File: config.mk
export PLATFORM = sky130hd
export DESIGN_NAME = keypad_scan
export DESIGN_NICKNAME = d
export VERILOG_FILES = /design/src/rtl/keypad_scan_pkg.sv /design/src/rtl/keypad_scan_debounce.sv /design/src/rtl/keypad_scan.sv
export SDC_FILE = /design/constraint.sdc
export NUM_CORES = 1
export LEC_CHECK = 0
export BUFFER_PORTS_ARGS = -buffer_cell sky130_fd_sc_hd__clkbuf_2
export CORE_MARGIN = 2
export CORE_UTILIZATION = 50
export CTS_CLUSTER_DIAMETER = 50
export DETAILED_ROUTE_END_ITERATION = 10
export GPL_TIMING_DRIVEN = 0
export PLACE_DENSITY = 0.7
export SYNTH_ARGS = -nofsm -noshare
export SYNTH_HDL_FRONTEND = slang
export SYNTH_HIERARCHICAL = 1
export SYNTH_SLANG_ARGS = --single-unit
File: constraint.sdc
create_clock -name clk -period 5.15 [get_ports clk]
set_input_delay 0.7725 -clock clk [delete_from_list [all_inputs] [get_ports clk]]
set_output_delay 0.7725 -clock clk [all_outputs]
set_load 0.02 [all_outputs]
File: src/rtl/keypad_scan_pkg.sv
`default_nettype none
// ============================================================================
//  Module  : keypad_scan_pkg
//  Brief   : Key codes, debounce state encoding and 4x4 keymap lookup shared
//            by the keypad scanner and its debounce FSM.
//  Revision: 1.0 - initial release
// ============================================================================
package keypad_scan_pkg;

   localparam logic [3:0] c_key_0     = 4'h0;
   localparam logic [3:0] c_key_1     = 4'h1;
   localparam logic [3:0] c_key_2     = 4'h2;
   localparam logic [3:0] c_key_3     = 4'h3;
   localparam logic [3:0] c_key_4     = 4'h4;
   localparam logic [3:0] c_key_5     = 4'h5;
   localparam logic [3:0] c_key_6     = 4'h6;
   localparam logic [3:0] c_key_7     = 4'h7;
   localparam logic [3:0] c_key_8     = 4'h8;
   localparam logic [3:0] c_key_9     = 4'h9;
   localparam logic [3:0] c_key_a     = 4'hA;
   localparam logic [3:0] c_key_b     = 4'hB;
   localparam logic [3:0] c_key_c     = 4'hC;
   localparam logic [3:0] c_key_enter = 4'hD;
   localparam logic [3:0] c_key_esc   = 4'hE;
   localparam logic [3:0] c_key_none  = 4'hF;

   // Debounce FSM states
   typedef enum logic [1:0] {
      ST_IDLE      = 2'd0,
      ST_PRESS_CHK = 2'd1,
      ST_HELD      = 2'd2,
      ST_REL_CHK   = 2'd3
   } deb_state_t;

   // Keymap indexed by row*4+col; r3c3 is not populated on the keypad
   function automatic logic [3:0] f_keymap(input logic [1:0] row, input logic [1:0] col);
      logic [3:0] code;
      code = c_key_none;
      case ({row, col})
         4'h0: code = c_key_1;
         4'h1: code = c_key_2;
         4'h2: code = c_key_3;
         4'h3: code = c_key_a;
         4'h4: code = c_key_4;
         4'h5: code = c_key_5;
         4'h6: code = c_key_6;
         4'h7: code = c_key_b;
         4'h8: code = c_key_7;
         4'h9: code = c_key_8;
         4'hA: code = c_key_9;
         4'hB: code = c_key_c;
         4'hC: code = c_key_esc;
         4'hD: code = c_key_0;
         4'hE: code = c_key_enter;
         default: code = c_key_none;
      endcase
      return code;
   endfunction

endpackage
`default_nettype wire

File: src/rtl/keypad_scan_debounce.sv
`default_nettype none
// ============================================================================
//  Module  : keypad_debounce
//  Brief   : Press/release debounce FSM evaluated once per full keypad scan.
//            Optional auto-repeat when KEYPAD_REPEAT_EN is defined.
//  Revision: 1.0 - initial release
// ============================================================================
module keypad_debounce
   import keypad_scan_pkg::*;
#(
   parameter int DEBOUNCE_SCANS = 4,
   parameter int REPEAT_DELAY   = 32,
   parameter int REPEAT_PERIOD  = 8
) (
   input  logic       clk,
   input  logic       rst,
   input  logic       i_scan_end,
   input  logic [3:0] i_raw,
   output logic [3:0] o_key,
   output logic       o_key_stb
);

   localparam logic [3:0] c_DEB = 4'(DEBOUNCE_SCANS);

   // Elaboration-time parameter sanity checks
   if (DEBOUNCE_SCANS < 2 || DEBOUNCE_SCANS > 15) begin : g_bad_debounce
      $error("keypad_debounce: DEBOUNCE_SCANS must be 2..15");
   end
   if (REPEAT_DELAY < 1 || REPEAT_PERIOD < 1) begin : g_bad_repeat
      $error("keypad_debounce: REPEAT_DELAY and REPEAT_PERIOD must be >= 1");
   end

   deb_state_t r_state;
   logic [3:0] r_cand;
   logic [3:0] r_cnt;
   logic [3:0] r_key;
   logic       r_key_stb;
   logic [3:0] w_cnt_inc;

   assign w_cnt_inc = r_cnt + 4'd1;

`ifdef KEYPAD_REPEAT_EN
   localparam logic [15:0] c_RD  = 16'(REPEAT_DELAY);
   localparam logic [15:0] c_RDP = 16'(REPEAT_DELAY + REPEAT_PERIOD);
   logic [15:0] r_rep;
   logic [15:0] w_rep_inc;
   assign w_rep_inc = r_rep + 16'd1;
`endif

   // Debounce FSM: state, candidate, match counter and registered outputs
   always_ff @(posedge clk or posedge rst) begin
      if (rst) begin
         r_state   <= ST_IDLE;
         r_cand    <= c_key_none;
         r_cnt     <= 4'd0;
         r_key     <= c_key_none;
         r_key_stb <= 1'b0;
`ifdef KEYPAD_REPEAT_EN
         r_rep     <= 16'd0;
`endif
      end else begin
         r_key_stb <= 1'b0;
         if (i_scan_end) begin
            case (r_state)
               ST_IDLE: begin
                  if (i_raw != c_key_none) begin
                     r_state <= ST_PRESS_CHK;
                     r_cand  <= i_raw;
                     r_cnt   <= 4'd1;
                  end
               end
               ST_PRESS_CHK: begin
                  if (i_raw == r_cand) begin
                     if (w_cnt_inc == c_DEB) begin
                        r_state   <= ST_HELD;
                        r_key     <= r_cand;
                        r_key_stb <= 1'b1;
                        r_cnt     <= 4'd0;
                     end else begin
                        r_cnt <= w_cnt_inc;
                     end
                  end else if (i_raw == c_key_none) begin
                     r_state <= ST_IDLE;
                     r_cnt   <= 4'd0;
                  end else begin
                     // Different key appeared: restart qualification on it
                     r_cand <= i_raw;
                     r_cnt  <= 4'd1;
                  end
               end
               ST_HELD: begin
                  if (i_raw == r_key) begin
`ifdef KEYPAD_REPEAT_EN
                     // First repeat after REPEAT_DELAY scans, then every REPEAT_PERIOD
                     if (w_rep_inc == c_RD) begin
                        r_key_stb <= 1'b1;
                        r_rep     <= w_rep_inc;
                     end else if (w_rep_inc == c_RDP) begin
                        r_key_stb <= 1'b1;
                        r_rep     <= c_RD;
                     end else begin
                        r_rep <= w_rep_inc;
                     end
`endif
                  end else begin
                     // Anything other than the held key (incl. a second key) starts release
                     r_state <= ST_REL_CHK;
                     r_cnt   <= 4'd1;
`ifdef KEYPAD_REPEAT_EN
                     r_rep   <= 16'd0;
`endif
                  end
               end
               ST_REL_CHK: begin
                  if (i_raw != r_key) begin
                     if (w_cnt_inc == c_DEB) begin
                        r_state <= ST_IDLE;
                        r_key   <= c_key_none;
                        r_cnt   <= 4'd0;
                     end else begin
                        r_cnt <= w_cnt_inc;
                     end
                  end else begin
                     r_state <= ST_HELD;
                     r_cnt   <= 4'd0;
                  end
               end
               default: begin
                  r_state <= ST_IDLE;
                  r_cnt   <= 4'd0;
               end
            endcase
         end
      end
   end

   assign o_key     = r_key;
   assign o_key_stb = r_key_stb;

endmodule
`default_nettype wire

File: src/rtl/keypad_scan.sv
`default_nettype none
// ============================================================================
//  Module  : keypad_scan
//  Brief   : 4x4 active-low matrix keypad scanner: column drive, row
//            synchronizer, per-scan raw key decode, multi-key flag, and the
//            debounce FSM. Define KEYPAD_REPEAT_EN to enable auto-repeat.
//  Revision: 1.0 - initial release
// ============================================================================
module keypad_scan
   import keypad_scan_pkg::*;
#(
   parameter int SCAN_DIV       = 100_000,
   parameter int DEBOUNCE_SCANS = 4,
   parameter int REPEAT_DELAY   = 32,
   parameter int REPEAT_PERIOD  = 8
) (
   input  logic       clk,
   input  logic       rst,
   input  logic [3:0] row_in,
   output logic [3:0] col_out,
   output logic [3:0] key,
   output logic       key_stb,
   output logic       key_multi
);

   localparam int                c_DIV_W    = $clog2(SCAN_DIV);
   localparam logic [c_DIV_W-1:0] c_DIV_LAST = c_DIV_W'(SCAN_DIV - 1);

   if (SCAN_DIV < 4) begin : g_bad_scan_div
      $error("keypad_scan: SCAN_DIV must be >= 4");
   end

   logic [c_DIV_W-1:0] r_div;
   logic [1:0]         r_col;
   logic [3:0]         r_col_out;
   logic [3:0]         r_row_s1;
   logic [3:0]         r_row_s2;
   logic [1:0]         r_acc_n;     // keys seen so far this scan, saturates at 2
   logic [3:0]         r_acc_code;  // code of the first key seen this scan
   logic               r_key_multi;

   logic               w_slot_end;
   logic               w_scan_end;
   logic [3:0]         w_row_hit;
   logic [2:0]         w_hits_col;
   logic [3:0]         w_code_col;
   logic [2:0]         w_sum;
   logic [3:0]         w_raw;

   assign w_slot_end = (r_div == c_DIV_LAST);
   assign w_scan_end = w_slot_end && (r_col == 2'd3);

   // Two-flop synchronizer for the asynchronous row inputs (idle = pulled up)
   always_ff @(posedge clk or posedge rst) begin
      if (rst) begin
         r_row_s1 <= 4'hF;
         r_row_s2 <= 4'hF;
      end else begin
         r_row_s1 <= row_in;
         r_row_s2 <= r_row_s1;
      end
   end

   // Slot timer and one-hot active-low column drive
   always_ff @(posedge clk or posedge rst) begin
      if (rst) begin
         r_div     <= '0;
         r_col     <= 2'd0;
         r_col_out <= 4'b1110;
      end else if (w_slot_end) begin
         r_div     <= '0;
         r_col     <= r_col + 2'd1;
         r_col_out <= ~(4'b0001 << (r_col + 2'd1));
      end else begin
         r_div <= r_div + c_DIV_W'(1);
      end
   end

   // Decode the active column: r3c3 is unpopulated and therefore ignored
   always_comb begin
      w_row_hit  = ~r_row_s2 & ((r_col == 2'd3) ? 4'b0111 : 4'b1111);
      w_hits_col = 3'd0;
      w_code_col = c_key_none;
      for (int r = 3; r >= 0; r--) begin
         if (w_row_hit[r]) begin
            w_hits_col = w_hits_col + 3'd1;
            w_code_col = f_keymap(2'(r), r_col);
         end
      end
      w_sum = {1'b0, r_acc_n} + w_hits_col;
      if (w_sum == 3'd1) begin
         w_raw = (r_acc_n == 2'd1) ? r_acc_code : w_code_col;
      end else begin
         w_raw = c_key_none;
      end
   end

   // Accumulate hits across the four slots; publish the multi-key flag per scan
   always_ff @(posedge clk or posedge rst) begin
      if (rst) begin
         r_acc_n     <= 2'd0;
         r_acc_code  <= c_key_none;
         r_key_multi <= 1'b0;
      end else if (w_slot_end) begin
         if (w_scan_end) begin
            r_acc_n     <= 2'd0;
            r_acc_code  <= c_key_none;
            r_key_multi <= (w_sum > 3'd1);
         end else begin
            r_acc_n <= (w_sum > 3'd2) ? 2'd2 : w_sum[1:0];
            if (r_acc_n == 2'd0 && w_hits_col != 3'd0) begin
               r_acc_code <= w_code_col;
            end
         end
      end
   end

   keypad_debounce #(
      .DEBOUNCE_SCANS (DEBOUNCE_SCANS),
      .REPEAT_DELAY   (REPEAT_DELAY),
      .REPEAT_PERIOD  (REPEAT_PERIOD)
   ) u_debounce (
      .clk        (clk),
      .rst        (rst),
      .i_scan_end (w_scan_end),
      .i_raw      (w_raw),
      .o_key      (key),
      .o_key_stb  (key_stb)
   );

   assign col_out   = r_col_out;
   assign key_multi = r_key_multi;

endmodule
`default_nettype wire

# Word-level counts from Yosys, hierarchy flattened
# Cells that the tools add are included.
[word_totals] reg_bits=53 output_inout_bits=10 wordCells=115
[classes] n_mux=48 shifts=1 add_sub_neg=7 n_eq_ne=26 n_reduce_logical=15 n_bitwise=3 order_cmp=2
[op_table] op="2-to-1 mux 4 bit" n=21
[op_table] op="case mux 4 bit (4 select lines)" n=4
[op_table] op="2-to-1 mux 2 bit" n=9
[op_table] op="adder 17 x 1 -> 17 bit (second input constant)" n=1
[op_table] op="equality test 17 bit (second input constant)" n=1
[op_table] op="2-to-1 mux 17 bit" n=1
[op_table] op="case mux 4 bit (2 select lines)" n=2
[op_table] op="case mux 4 bit (3 select lines)" n=1
[op_table] op="AND reduction 6 bit" n=2
[op_table] op="!= test 2 x 1 -> 1 bit (second input constant)" n=5
[op_table] op="adder 3 x 1 -> 3 bit (second input constant)" n=3
[op_table] op="2-to-1 mux 3 bit" n=3
[op_table] op="equality test 2 bit (second input constant)" n=4
[op_table] op="equality test 4 bit" n=2
[op_table] op="NOT 4 bit" n=2
[op_table] op="case mux 2 bit (4 select lines)" n=1
[op_table] op="equality test 2 x 1 -> 1 bit (second input constant)" n=3
[op_table] op="zero test 2 bit" n=3
[op_table] op="2-to-1 mux 1 bit" n=6
[op_table] op="!= test 2 bit (second input constant)" n=3
[op_table] op="!= test 3 bit (second input constant)" n=2
[op_table] op="nonzero test 2 bit" n=3
[op_table] op="AND reduction 5 bit" n=1
[op_table] op="adder 4 x 1 -> 4 bit (second input constant)" n=1
[op_table] op="16 further kinds" n=18

# Logic depth before layout (Yosys ltp)
# Gate-level depths: netlist of the first run.
[depth] depth_word=17 mapped_depth=17 ltp_nobuf=16

# Hierarchy
# The synthesis of the first run kept the hierarchy.
[modules_own_cells] mod="keypad_scan" instances=1 area_per_inst_um2=2058.2 cells_each=199
[modules_own_cells] mod="keypad_debounce" instances=1 area_per_inst_um2=883.3 cells_each=80

# Worst setup path after synthesis of the first run
# No wires, ideal clock.
[synth_path] kind="flip-flop to flip-flop" start="register r_col[0]" end="register u_debounce.r_key[0] (netlist: u_debounce/o_key[0])" t_arrival_ns=4.913 period_less_slack_ns=4.996 path_buffers=1 slack_ns=0.154 required_ns=5.068 stages_incl_launch_ff=18 cell_sequence="dfrtp_1 > ha_1 > clkbuf_1 > or2_2 > ha_1 > xnor2_1 > ha_1 > mux2_2 > fa_1 > xnor2_1 > xnor2_1 > nor3b_2 > o211ai_1 > xor2_1 > nor4_2 > mux2_4 > or3b_4 > mux2_4"
[synth_via] elab_chain_len=16 elab_cells_between_ends=31
[synth_lines] item="start: declaration" line="keypad_scan.sv:34" source="logic [1:0] r_col;"
[synth_lines] item="start signal: assignment" line="keypad_scan.sv:72" source="r_col <= r_col + 2'd1;"
[synth_lines] item="equality test 2 bit" line="keypad_scan_pkg.sv:39, keypad_scan.sv:81"
[synth_lines] item="2-to-1 mux 4 bit" line="keypad_scan.sv:81" source="w_row_hit = ~r_row_s2 & ((r_col == 2'd3) ? 4'b0111 : 4'b1111);"
[synth_lines] item="AND 4 bit" line="keypad_scan.sv:81"
[synth_lines] item="2-to-1 mux 1 bit" line="keypad_scan.sv:85" source="if (w_row_hit[r]) begin"
[synth_lines] item="adder 3 x 1 -> 3 bit" line="keypad_scan.sv:86" source="w_hits_col = w_hits_col + 3'd1;"
[synth_lines] item="2-to-1 mux 3 bit" line="keypad_scan.sv:85"
[synth_lines] item="adder 3 x 1 -> 3 bit" line="keypad_scan.sv:86"
[synth_lines] item="2-to-1 mux 3 bit" line="keypad_scan.sv:85"
[synth_lines] item="adder 3 x 1 -> 3 bit" line="keypad_scan.sv:86"
[synth_lines] item="2-to-1 mux 3 bit" line="keypad_scan.sv:85"
[synth_lines] item="adder 2 x 3 -> 3 bit" line="keypad_scan.sv:90" source="w_sum = {1'b0, r_acc_n} + w_hits_col;"
[synth_lines] item="equality test 3 x 1 -> 1 bit" line="keypad_scan.sv:91" source="if (w_sum == 3'd1) begin"
[synth_lines] item="2-to-1 mux 4 bit (*)" line="keypad_scan.sv:91"
[synth_lines] item="via w_raw[0]" line="keypad_scan.sv:48" source="logic [3:0] w_raw;"
[synth_lines] item="!= test 4 bit / equality test 4 bit (equally long branches)" line="keypad_scan_debounce.sv:115, keypad_scan_debounce.sv:73"
[synth_lines] item="!= test 2 x 1 -> 1 bit (no source line)"
[synth_lines] item="AND reduction 6 bit (no source line) (*)"
[synth_lines] item="end signal: assignment" line="keypad_scan_debounce.sv:56" source="r_key <= c_key_none;"
[synth_lines] item="end signal: assignment" line="keypad_scan_debounce.sv:76" source="r_key <= r_cand;"
[synth_lines] item="end signal: assignment" line="keypad_scan_debounce.sv:118" source="r_key <= c_key_none;"
[synth_lines] item="end: declaration" line="keypad_scan_debounce.sv:36" source="logic [3:0] r_key;"
# The timed path passes the listed nets; every way through them passes the cells marked *. The select of a mux whose other input is x is not followed.
# A chain may end at the register's enable or synchronous reset.

# Final worst setup path of the first run
[layout_path] start="register r_col[1]" end="register u_debounce.r_key[3] (netlist: u_debounce/o_key[3])"
# The elaborated chain is that of the path after synthesis.

==> summary by stage, run 1 <==
Global routing
Entering global routing, the biggest net connects 24 pins. The total global routing track utilization is 17.9%. The remaining global-route overflow is 0. The number of global-route vias before repair is 2016. The wire length of the first global-routing pass is 9050 microns. The initial antenna violation count is 0.

Detailed routing
For this run, design rule violations remaining after detail routing come to 0. The final antenna-violating net count is 0. The pre-antenna-repair detailed-routing pass consisted of 4 iterations. The aggregate routed wire length is 5280 microns.

After detailed routing, the number of vias per cell comes to 5.46. After the first detailed-routing iteration, the DRC count stood at 79. The number of vias after detailed routing is 2073. After detailed routing, the average wire length per cell comes to 13.9 microns.

Floorplan
The region available for standard cell placement spans 5610 sq um. The total die area is 6510 sq um. The number of top-level pins is 16. The initial core utilization is 52.5%. In this run the core area contains 27 standard-cell rows. The die is 80.7 microns tall. Measured along the x axis, the die boundary spans 80.7 microns.

Synth
Sequential elements use 46.1% of the synthesized area. For this run, the number of Yosys warnings is 6. The number of unique standard cell types used by synthesis is 57.

The net count of the mapped netlist is 300. Counting flops with a built-in enable in the synthesized netlist gives 0. A synthesized cell averages 10.5 sq um. Of all cell types, the one taking the most synthesized area is dfrtp_1. The share of synthesized flip-flops with an asynchronous set or reset is 100%. In the synthesized netlist the dominant register cell turns out to be dfrtp_1. Ranked by total cell area, the synthesized netlist is headed by dfrtp_1 26%, dfstp_2 21%, ha_1 6.0%.

Summed over its instances, the top area cell type makes up 25.5% of the synthesized netlist area. The gate count after technology mapping is 279. The synthesized design contains 53 register bits. The cell area that synthesis handed to floorplanning was 2940 sq um.

Power and ir drop
The proportion of power drawn by the clock network is 31.3%. The switching power is 0.173 mW. The share of total power dissipated in combinational logic is 9.9%. The power density over the cells is 220 nW/um^2. In this run switching power makes up 23.9% of total power.

The design draws 0.722 mW. Sequential cells account for 58.7% of the total power. Summed over all cells, the static leakage comes to 1.43 nW. The worst-case IR drop observed on VDD is 0.134 mV. The cell-internal power is 0.550 mW.

STA
Headroom to the max-slew limit came out at 47.4%. The transition time at the pin with the least slew margin is 0.776 ns. The worst setup margin is 0.252 ns.

The final critical path takes up 95.1% of the cycle. Timing would allow up to 204 MHz. Setup violations remaining at the end of the flow were counted as 0. The number of max-slew violations in the final report came to 0. The minimum period implied by the final worst setup slack is 4.90 ns. The final hold violation count is 0.

Clock skew on the completed layout was measured at 0.00485 ns.

Placed design
The quantity of I/O buffers inserted on ports is 15. In this run the cell area measured after placement is 3130 sq um. The pre-CTS setup slack is -0.406 ns. The estimated wirelength of the detail-placed design is 3910 microns.

The global placement routability congestion is 0.808. In this run, placement finished with an instance count of 367.

Clock tree
For this design, the sink count on the clock tree is 53. The clock insertion delay at the later pin of the skew report is 0.30 ns. The number of buffers created by CTS is 5.

The number of buffers inserted for hold repair after clock tree synthesis is 0. The buffer type at the clock tree root is clkbuf_8. TritonCTS built the clock tree. The H-tree was split into 2 levels. Clock-pin slew was measured on the worst setup and hold paths at 0.09 ns. The longest clock path from root to sink contains 2 buffers.

Layout
Relative to the synthesized area, the layout overhead comes to 11.8%. The count of inserted antenna diode cells is 0. The finished cells cover 3290 sq um. After the flow finishes, the layout carries non-filler instances totaling 380. The sequential standard cell area is 1360 sq um. The number of fill cells is 504. Of the cells placed in the final design, the portion with a size suffix greater than 1 is 29.2%. In the final layout, the multi-input gates occupy 1540 sq um.

The number of nets in the layout is 328. At the end of the flow the core is filled with cells to 58.6%.

Worst setup path
Data arrives at the worst endpoint at 5.14 ns. The largest driver fanout on the critical path is 15. The worst path required time is 5.39 ns. The kind of capture point of the worst setup path is a flop.

For the worst flop-to-flop path, the logic depth is 18. The flop-to-flop setup slack is 0.25 ns. The capturing point of the worst reg2reg path is u_debounce/o_key[3]. The startpoint identified for the worst register-to-register timing path is r_col[1]. STA classifies the critical path startpoint as a flop. The critical path is of the reg -> reg type.

Flow run
Across the run, the number of max-cap violations was 0.

Min path
In this run the worst hold path is classified as reg -> reg. The startpoint identified for the worst hold timing path is r_row_s1[2]. Along the worst hold path, the cell count comes to 0. For hold timing, the worst endpoint is r_row_s2[2].

Outcome
The run finished with clean final reports.
==> sequential cells by signal (all words and copies together), names as in the netlist, 4 cells and up <==
register	flops
u_debounce/o_key	4
col_out	4
r_row_s1	4
u_debounce/r_cand	4
r_div	17
r_acc_code	4
u_debounce/r_cnt	4
r_row_s2	4
==> worst max-delay path: stages (launching register included) <==
cell	delay (ns)
dfrtp_2	0.45
ha_4	0.23
or2_2	0.30
ha_1	0.33
xnor2_2	0.17
ha_1	0.32
mux2_2	0.29
fa_2	0.38
xnor2_2	0.15
xnor2_1	0.15
nor3b_2	0.18
buf_4	0.15
o211ai_1	0.18
xor2_1	0.21
nor4_2	0.28
buf_4	0.16
mux2_4	0.17
or3b_4	0.43
mux2_4	0.31
==> cell usage after synthesis, types with 7 or more instances <==
master and n:
nand2_1 26, dfrtp_1 30, o21ai_0 9, ha_1 14
nor2_1 23, nand3_1 9, nand4_1 7, xnor2_1 18
inv_1 12, xor2_1 11, a21oi_1 7, dfstp_2 23
==> cell usage in the layout (no fill, tap or decap), drive strengths merged, types with 5 or more instances in the layout <==
cell	instances
a21oi	7
a31oi	6
buf	11
clkbuf	24
dfrtp	30
dfstp	23
ha	14
inv	12
mux2	10
nand2	26
nand2b	6
nand3	9
nand4	8
nor2	23
nor2b	6
o21ai	13
or2	5
xnor2	18
xor2	11
==> how the worst max path moves through the flow <==
stage                     startpoint             endpoint  slack (ns)  cells after the start
final                       r_col[1]  u_debounce/o_key[3]        0.25                     18
after global routing        r_col[1]  u_debounce/o_key[3]      -0.002                     18
after CTS                   r_col[1]  u_debounce/o_key[3]        0.12                     18
after detailed placement    r_col[1]  u_debounce/o_key[1]       -0.41                     17
after global placement      r_col[0]  u_debounce/o_key[2]       -0.39                     17
after floorplan             r_col[0]  u_debounce/o_key[0]        0.15                     17
==> final cells by class <==
cell class / instances / area share (%)
buffer: 5 / 0.951
clock buffer: 8 / 2.44
inverter: 12 / 1.37
multi-input combinational: 208 / 46.7
sequential: 53 / 41.3
tap: 72 / 2.74
timing repair buffer: 22 / 4.49
==> logic make-up after synthesis <==
| kind of cell | Yosys count | synth area share [%] |
|---|---|---|
| xor gates and xnor gates | 29 | 8.63 |
| buffers and inverters | 18 | 2.72 |
| AOI/OAI and AO/OA | 47 | 10.7 |
| adders and majority gates | 15 | 6.64 |
| and+or+nand+nor | 107 | 20.8 |
| muxes | 10 | 4.47 |
| DFF | 53 | 46.1 |
==> power by group through the flow <==
| stage | logic (mW) | clock network (mW) | registers [mW] |
|---|---|---|---|
| floorplan | 0.0507 | 0 | 0.431 |
| global placement | 0.0635 | 0 | 0.432 |
| detailed placement | 0.0670 | 0 | 0.432 |
| CTS | 0.0723 | 0.235 | 0.424 |
| global route | 0.0818 | 0.253 | 0.425 |
| finish | 0.0719 | 0.226 | 0.424 |
==> metal layers <==
layer	vias up	global-route usage (%)	wire length, microns	part of all wire, %
met5	-	0	0	0
met4	0	4.58	59	1.1
met3	6	3.71	143	2.7
met2	28	31.2	2650	50
met1	1007	22.7	2420	46
li1	1032	-	-	-
==> repair_timing <==
item / in CTS / in global routing
resized for setup: 2 / 5
buffers inserted: 3 / 3
pin swaps: 3 / 2
setup endpoints to repair: 9 / 8
cloned: 0 / 0
==> through the flow <==
step	setup TNS [ns]	hold WS (ns)
5_1_grt	-0.00217	0.368
3_5_place_dp	-2.19	0.347
6_report	0	0.359
4_1_cts	0	0.360
2_1_floorplan	0	0.345
3_3_place_gp	-2.10	0.346
No activity file was read; power rests on OpenSTA's default activity.
==> run 2, diff against run 1 <==
Clock period 5.15 ns to 4.34 ns, I/O delays scaled along.
==> run 2 against run 1 <==
The run now ends with negative setup slack left. Register-to-register slack got worse by 0.45 ns. Via count increased by 4.1%. Cell area rose by 6.1%. Non-clock buffer count increased by 10. Sequential share of layout area down 2.4 points. Power is 24% higher. Utilization grew 3.5 points. Critical path depth unchanged. Sequential cell count stayed put. Global-route usage rose by 0.70 points. Clock skew up 0.0048 ns. Critical path type unchanged. Largest power group unchanged.
==> summary by stage, run 2 (synthesis results as in run 1) <==
STA
The final hold violation count is 0. The worst setup skew after layout is 0.00966 ns. Based on the critical path, the design can be clocked at up to 220 MHz. The count of endpoints failing setup in the final report is 5. The worst setup margin is -0.197 ns. The minimum period implied by the final worst setup slack is 4.54 ns.

The worst slew margin relative to its limit is 45.2%. The worst hold margin is 0.359 ns. The transition time at the pin with the least slew margin is 0.814 ns. Setup repair after global routing could not meet its margin everywhere.

The final clock period utilization by the worst path is 105%. The number of max-slew violations in the final report is 0.

Power and ir drop
The peak supply drop is 0.177 mV. The static leakage is 1.51 nW. Overall power consumption after layout is estimated at 0.895 mW.

For this design the ratio of total power to cell area is 257 nW/um^2.

Floorplan
The floorplan die width is 80.7 microns. The initial core utilization is 52.5%. The core area is 5610 sq um. During I/O placement, the number of pins put on the boundary was 16. The total die area is 6510 sq um. From bottom edge to top edge, the die measures 80.7 microns. The floorplan has 27 rows.

Detailed routing
For this run, the detailed router's first-pass iteration total came to 4. The starting DRC count in detailed routing is 128. After detailed routing, the total wire length is 5440 microns.

Across all layers, the routed design uses 2159 vias. The count of nets left with antenna violations once routing finished came out at 0. Dividing the detail-routed via count by the number of cells gives 5.54. After detailed routing, the number of remaining DRC violations is 0. In the final routed layout, each cell accounts on average for 13.9 microns.

Layout
In the layout the commonest cells are 29 x dfrtp_1, 26 x nand2_1, 23 x nor2_1, 23 x dfstp_2, 17 x buf_4. The leading cell type in the layout, fill and taps excluded is dfrtp_1. The area of combinational cells with multiple inputs is 1660 sq um.

For this run, the post-layout net count is 338. Once layout is complete, the utilization of the core stands at 62.2%. The count of inserted antenna diode cells is 0.

The area growth from synthesis to layout is 18.5%. After filler insertion, the fill cell instance count of the layout stands at 467. The sequential standard cell area is 1360 sq um. The fraction of final layout cells with drive strength greater than 1 is 36.8%.

The flip-flop count of the largest register after layout is 17. The largest register by flop count is r_div.

Worst setup path
The slowest stage of the critical path belongs to the cell dfrtp_2. The setup check on the worst reg-to-reg path leaves a slack of -0.20 ns. The worst setup path is of the reg -> reg kind. The worst setup path is launched from a flop. The worst path required time is 4.59 ns.

The worst setup path is captured at a flop. Walking the worst path, the cells encountered are ha_4 -> buf_8 -> or2_4 -> ha_4 -> xnor2_4 -> ha_4 -> mux2_4 -> fa_2 -> xnor2_2 -> xnor2_2 -> nor3b_2 -> buf_4 -> o211ai_1 -> xor2_1 -> nor4_2 -> mux2_4 -> or3b_4 -> mux2_4. The largest driver fanout on the critical path is 5.

The peak per-stage delay on the critical path is 0.44 ns. At the worst endpoint, the arrival time is 4.78 ns.

Global routing
The wire length of the first global-routing pass is 9370 microns. The maximum number of pins on one net before global-route repair is 39. The met1 demand-to-capacity share in global routing is 23.8%.

The number of global-route vias before repair was 2065. The met3 layer usage reported by global route is 2.81%. The initial antenna violation count is 0. Global routing used 32.2% of the available met2 tracks. After global routing, the most crowded layer is met2.

The total global routing track utilization is 18.6%. The remaining global-route overflow is 0.

Outcome
The checks that failed: negative setup slack. The run finished, with violations left.

Clock tree
The clock-pin slew on the worst setup and hold paths is 0.10 ns. The clock tree synthesis step divided the H-tree into 2 levels. Counting every sink on the clock net gives 53.

The tree is rooted in a clkbuf_8. The clock reaches the later pin of the worst-skew pair after 0.31 ns. The clock tree from TritonCTS is yes. The clock passes through at most 2 buffers. The number of hold buffers added after CTS was 0. The number of buffers created by CTS is 5.

Placed design
The global placement routability congestion is 0.760. The pre-CTS setup slack is -0.790 ns. The HPWL after detailed placement is 3710 microns.

Port buffering added 15 buffers.

Min path
The worst hold path belongs to the class reg -> reg.

Flow run
The count of maximum capacitance violations is 0.
run 2: cell count changes in the layout (fill, tap and decap cells not counted), sizes merged:
cell,before,now
inv,12,13
clkinv,0,1
buf,11,21
clkbuf,24,21
clkinvlp,0,1
run 2: power breakdown:
group	switching (mW)	internal [mW]	leakage, nW	total [mW]
Combinational	0.0594	0.0526	0.824	0.112
Clock	0.164	0.115	0.0445	0.279
Sequential	0.00320	0.501	0.642	0.504
Total	0.226	0.669	1.51	0.895
run 2: worst paths after layout:
path | startpoint | cells past startpoint | endpoint
setup / recovery | r_col[1] | 18 | u_debounce/o_key[0]
hold / removal | r_row_s1[0] | 0 | r_row_s2[0]
setup reg to reg | r_col[1] | 18 | u_debounce/o_key[0]
hold reg to reg | r_row_s1[0] | 0 | r_row_s2[0]
max in group asynchronous | rst | 2 | r_col[1]
min in group asynchronous | rst | 2 | u_debounce/r_state[1]
run 2: critical path: cells and delay by family, from the launching register on:
family | cells | cell delay (ns)
AOI/OAI and AO/OA | 1 | 0.14
xor gates and xnor gates | 4 | 0.65
adders and majority gates | 4 | 1.04
buffers and inverters | 2 | 0.26
DFF | 1 | 0.44
muxes | 3 | 0.79
and+or+nand+nor | 4 | 1.17
run 2: layout make-up:
type,instances,share of cell area (%)
Buffer,6,1.33
Clock buffer,5,1.97
Clock inverter,3,0.610
Inverter,12,1.29
Multi-Input combinational cell,208,47.7
Sequential cell,53,38.9
Tap cell,72,2.58
Timing Repair Buffer,31,5.60
run 2: metal layers:
layer	vias to the layer above	part of all wire, %	wire, microns
met5	-	0	0
met1	1039	46	2480
met3	6	4.6	251
met4	0	1.3	70
met2	63	48	2640
li1	1051	-	-
run 2: metrics by stage:
step	std cells	TNS [ns]	area, sq um
CTS	388	-0.947	3440
global route	390	-2.64	3490
finish	390	-0.855	3490
detailed placement	366	-7.00	3180
floorplan	279	-1.35	3010
global placement	366	-6.33	3180
run 2: what timing repair did:
item,4_1_cts,5_1_grt
endpoints found under the setup margin,15,14
gates resized for setup,11,10
pin swaps,14,10
buffers inserted,14,3
==> run 3, diff against run 2 <==
Settings changed: ABC_CLOCK_PERIOD_IN_PS set to 4450, PLACE_DENSITY 0.7 to 0.67.
Clock period 4.34 ns to 4.45 ns, I/O delays scaled along.
==> run 3 against run 2 <==
The run still ends with negative setup slack left. Wire length is 5.3% higher. First-iteration DRC count is 15% higher. Critical path type unchanged. Cell area is 0.11% higher.
==> summary by stage, run 3 (synthesis results as in run 1) <==
Layout
Cells fill 62.2% of the core in the end. In the layout the commonest cells are 29 x dfrtp_1, 26 x nand2_1, 23 x nor2_1, 23 x dfstp_2, 21 x buf_4. The largest register by flop count is r_div. After filler insertion, the fill cell instance count of the layout stands at 478. The number of nets in the layout is 342. The area growth from synthesis to layout is 18.7%.

The flip-flop count of the largest register after layout is 17. Summing all flip-flop and latch instances after layout gives 1360 sq um. The filler-free cell count of the finished design is 394. In the final layout, the share of cells above drive strength 1 is 35.4%. Leaving out fill and tap cells, the most frequent cell in the layout is dfrtp_1. The area of combinational cells with multiple inputs is 1650 sq um. The count of inserted antenna diode cells is 0.

Min path
The path with the worst hold slack has its endpoint at r_row_s2[3]. The depth of the worst hold-timing path is 0. The tightest min-delay check is of the reg -> reg type. The startpoint identified for the worst hold timing path is r_row_s1[3].

Detailed routing
The detailed-route wire length per cell is 14.5 microns. For this run, design rule violations remaining after detail routing come to 0. The first-pass detailed-route iteration total is 4. For this block, the initial DRC count from the detailed router was 147. The via count normalized by instance count is 5.41. Summing over every cut layer, the via total after detailed routing is 2130. The aggregate routed wire length is 5730 microns. The detail route stage leaves a number of antenna-violating nets equal to 0.

Outcome
The flow ran to the end, but the final reports show violations. The checks that failed: negative setup slack.

Clock tree
The number of buffers on the longest clock path is 2. The buffer type at the clock tree root is clkbuf_8. The CTS H-tree depth is 2. The number of buffers created by CTS is 5.

The clock tree from TritonCTS is yes. The clock reaches the later pin of the worst-skew pair after 0.31 ns. The clock-pin slew on the worst setup and hold paths is 0.09 ns. After clock tree synthesis, the flow added hold-fix buffers numbering 0. Clock tree synthesis found a total of 53 sinks.

Placed design
The quantity of I/O buffers inserted on ports is 15. The global placement routability congestion is 0.808. The number of placed instances, taps included is 366. The estimated wirelength of the detail-placed design is 3900 microns.

Floorplan
The total area inside the core boundary comes to 5610 sq um. Once the floorplan was initialized, standard cells occupied 52.5% of the core. The floorplan step set the die width to 80.7 microns. The total die area is 6510 sq um. For this design the top-level I/O count stands at 16. After floorplanning, the core was divided into 27 placement rows. From bottom edge to top edge, the die measures 80.7 microns.

Power and ir drop
The power density over the cells is 247 nW/um^2. Cell internal power was estimated by the tool at 0.655 mW. The proportion of power drawn by the clock network is 29.9%. The part of the total power dissipated in sequential elements is 57.0%. The combinational share of power is 13.1%. The switching share of power is 24.1%. Summed over all nets, the switching power comes to 0.208 mW. The static leakage is 1.53 nW. IR analysis of the VDD net gives a maximum drop of 0.166 mV.

Worst setup path
The kind of capture point of the worst setup path is a flop. The nature of the critical path startpoint is a flop. Of all nets on the critical path, the largest fanout is 5. The critical setup path kind is reg -> reg. The flop-to-flop setup slack is -0.17 ns. The arrival time of the worst setup path is 4.86 ns. The number of cells on the worst reg-to-reg path is 19. For the worst setup path, the data required time is 4.69 ns.

The startpoint identified for the worst register-to-register timing path is r_col[1]. The capturing point of the worst reg2reg path is u_debounce/o_key[0].

STA
The count of endpoints failing setup in the final report is 5. The final hold violation count came to 0. The number of max-slew violations in the final report was 0.

The worst setup skew after layout is 0.0101 ns. Subtracting the final worst setup slack from the clock period gives 4.62 ns. The final clock period utilization by the worst path is 104%. In this run the tightest slew margin relative to its limit is 48.5%. Setup repair after global routing could not meet its margin everywhere. On the final layout, the worst hold slack is 0.359 ns. Based on the critical path, the design can be clocked at up to 216 MHz. The worst setup margin is -0.172 ns.

At the pin with the least slew margin, the transition time is 0.771 ns.

Global routing
The number of global-route vias before repair is 2110. The first global-routing pass estimated 9650 microns of wire. In the global route stage, overall resource usage came out at 19.4%. For this run the aggregate overflow at the end of global routing stands at 0. The initial antenna violation count is 0. The maximum number of pins on one net before global-route repair is 39.

Flow run
The count of maximum capacitance violations is 0.
run 3: cell count changes in the layout (fill, tap and decap cells not counted), sizes merged:
cell	change
clkinvlp	-1
buf	+4
clkinv	-1
inv	-1
clkbuf	+3
run 3: layer usage:
| metal | wire length, microns | up-vias | part of all wire [%] | global-route usage [%] |
|---|---|---|---|---|
| li1 | - | 1064 | - | - |
| met1 | 2640 | 1025 | 46 | 24.3 |
| met2 | 2790 | 32 | 49 | 33.1 |
| met3 | 210 | 9 | 3.7 | 4.49 |
| met4 | 92 | 0 | 1.6 | 6.44 |
| met5 | 0 | - | 0 | 0 |
run 3: cell type report:
cell class              count  area share [%]
clock buffers               8            2.29
plain buffers               6            1.33
well taps                  72            2.58
repair buffers             35            6.45
inverters                  12            1.29
flip-flops and latches     53            38.9
multi-input cells         208            47.2
run 3: worst max-delay path by stage:
| stage | start | end | depth (start not counted) |
|---|---|---|---|
| 4_1_cts | r_col[1] | u_debounce/o_key[0] | 19 |
| 3_3_place_gp | r_col[1] | u_debounce/o_key[0] | 17 |
| 3_5_place_dp | r_col[1] | u_debounce/o_key[0] | 17 |
| 6_report | r_col[1] | u_debounce/o_key[0] | 19 |
| 2_1_floorplan | r_col[0] | u_debounce/o_key[0] | 17 |
| 5_1_grt | r_col[1] | u_debounce/o_key[0] | 19 |
run 3: per-stage QoR:
stage	power [mW]	TNS [ns]	setup slack, ns	area (sq um)
finish	0.863	-0.685	-0.172	3490
CTS	0.868	-0.682	-0.173	3430
global route	0.912	-2.05	-0.346	3490
global placement	0.584	-5.04	-0.640	3180
floorplan	0.568	-0.906	-0.227	3010
detailed placement	0.587	-6.09	-0.734	3180
run 3: timing repair:
action | in CTS | in global routing
pin swaps | 14 | 7
endpoints found under the setup margin | 15 | 13
gates cloned | 0 | 0
setup buffers | 15 | 5
gates resized for setup | 9 | 6
run 3: power by group through the flow:
stage | registers [mW] | clock network [mW] | logic [mW]
after floorplan | 0.500 | 0 | 0.0682
after global placement | 0.500 | 0 | 0.0836
after detailed placement | 0.500 | 0 | 0.0864
after CTS | 0.492 | 0.271 | 0.105
after global routing | 0.493 | 0.296 | 0.124
final | 0.492 | 0.259 | 0.113
run 3: worst max-delay path, stage by stage (launching register included):
cell,delay [ns]
dfrtp_2,0.44
ha_4,0.17
buf_8,0.11
or2_4,0.23
ha_4,0.30
xnor2_4,0.13
ha_4,0.23
mux2_4,0.28
fa_2,0.37
xnor2_2,0.15
xnor2_2,0.15
nor3b_2,0.15
buf_4,0.15
o211ai_1,0.15
xor2_1,0.20
nor4_2,0.28
buf_4,0.16
mux2_4,0.14
or3b_4,0.42
mux2_4,0.32
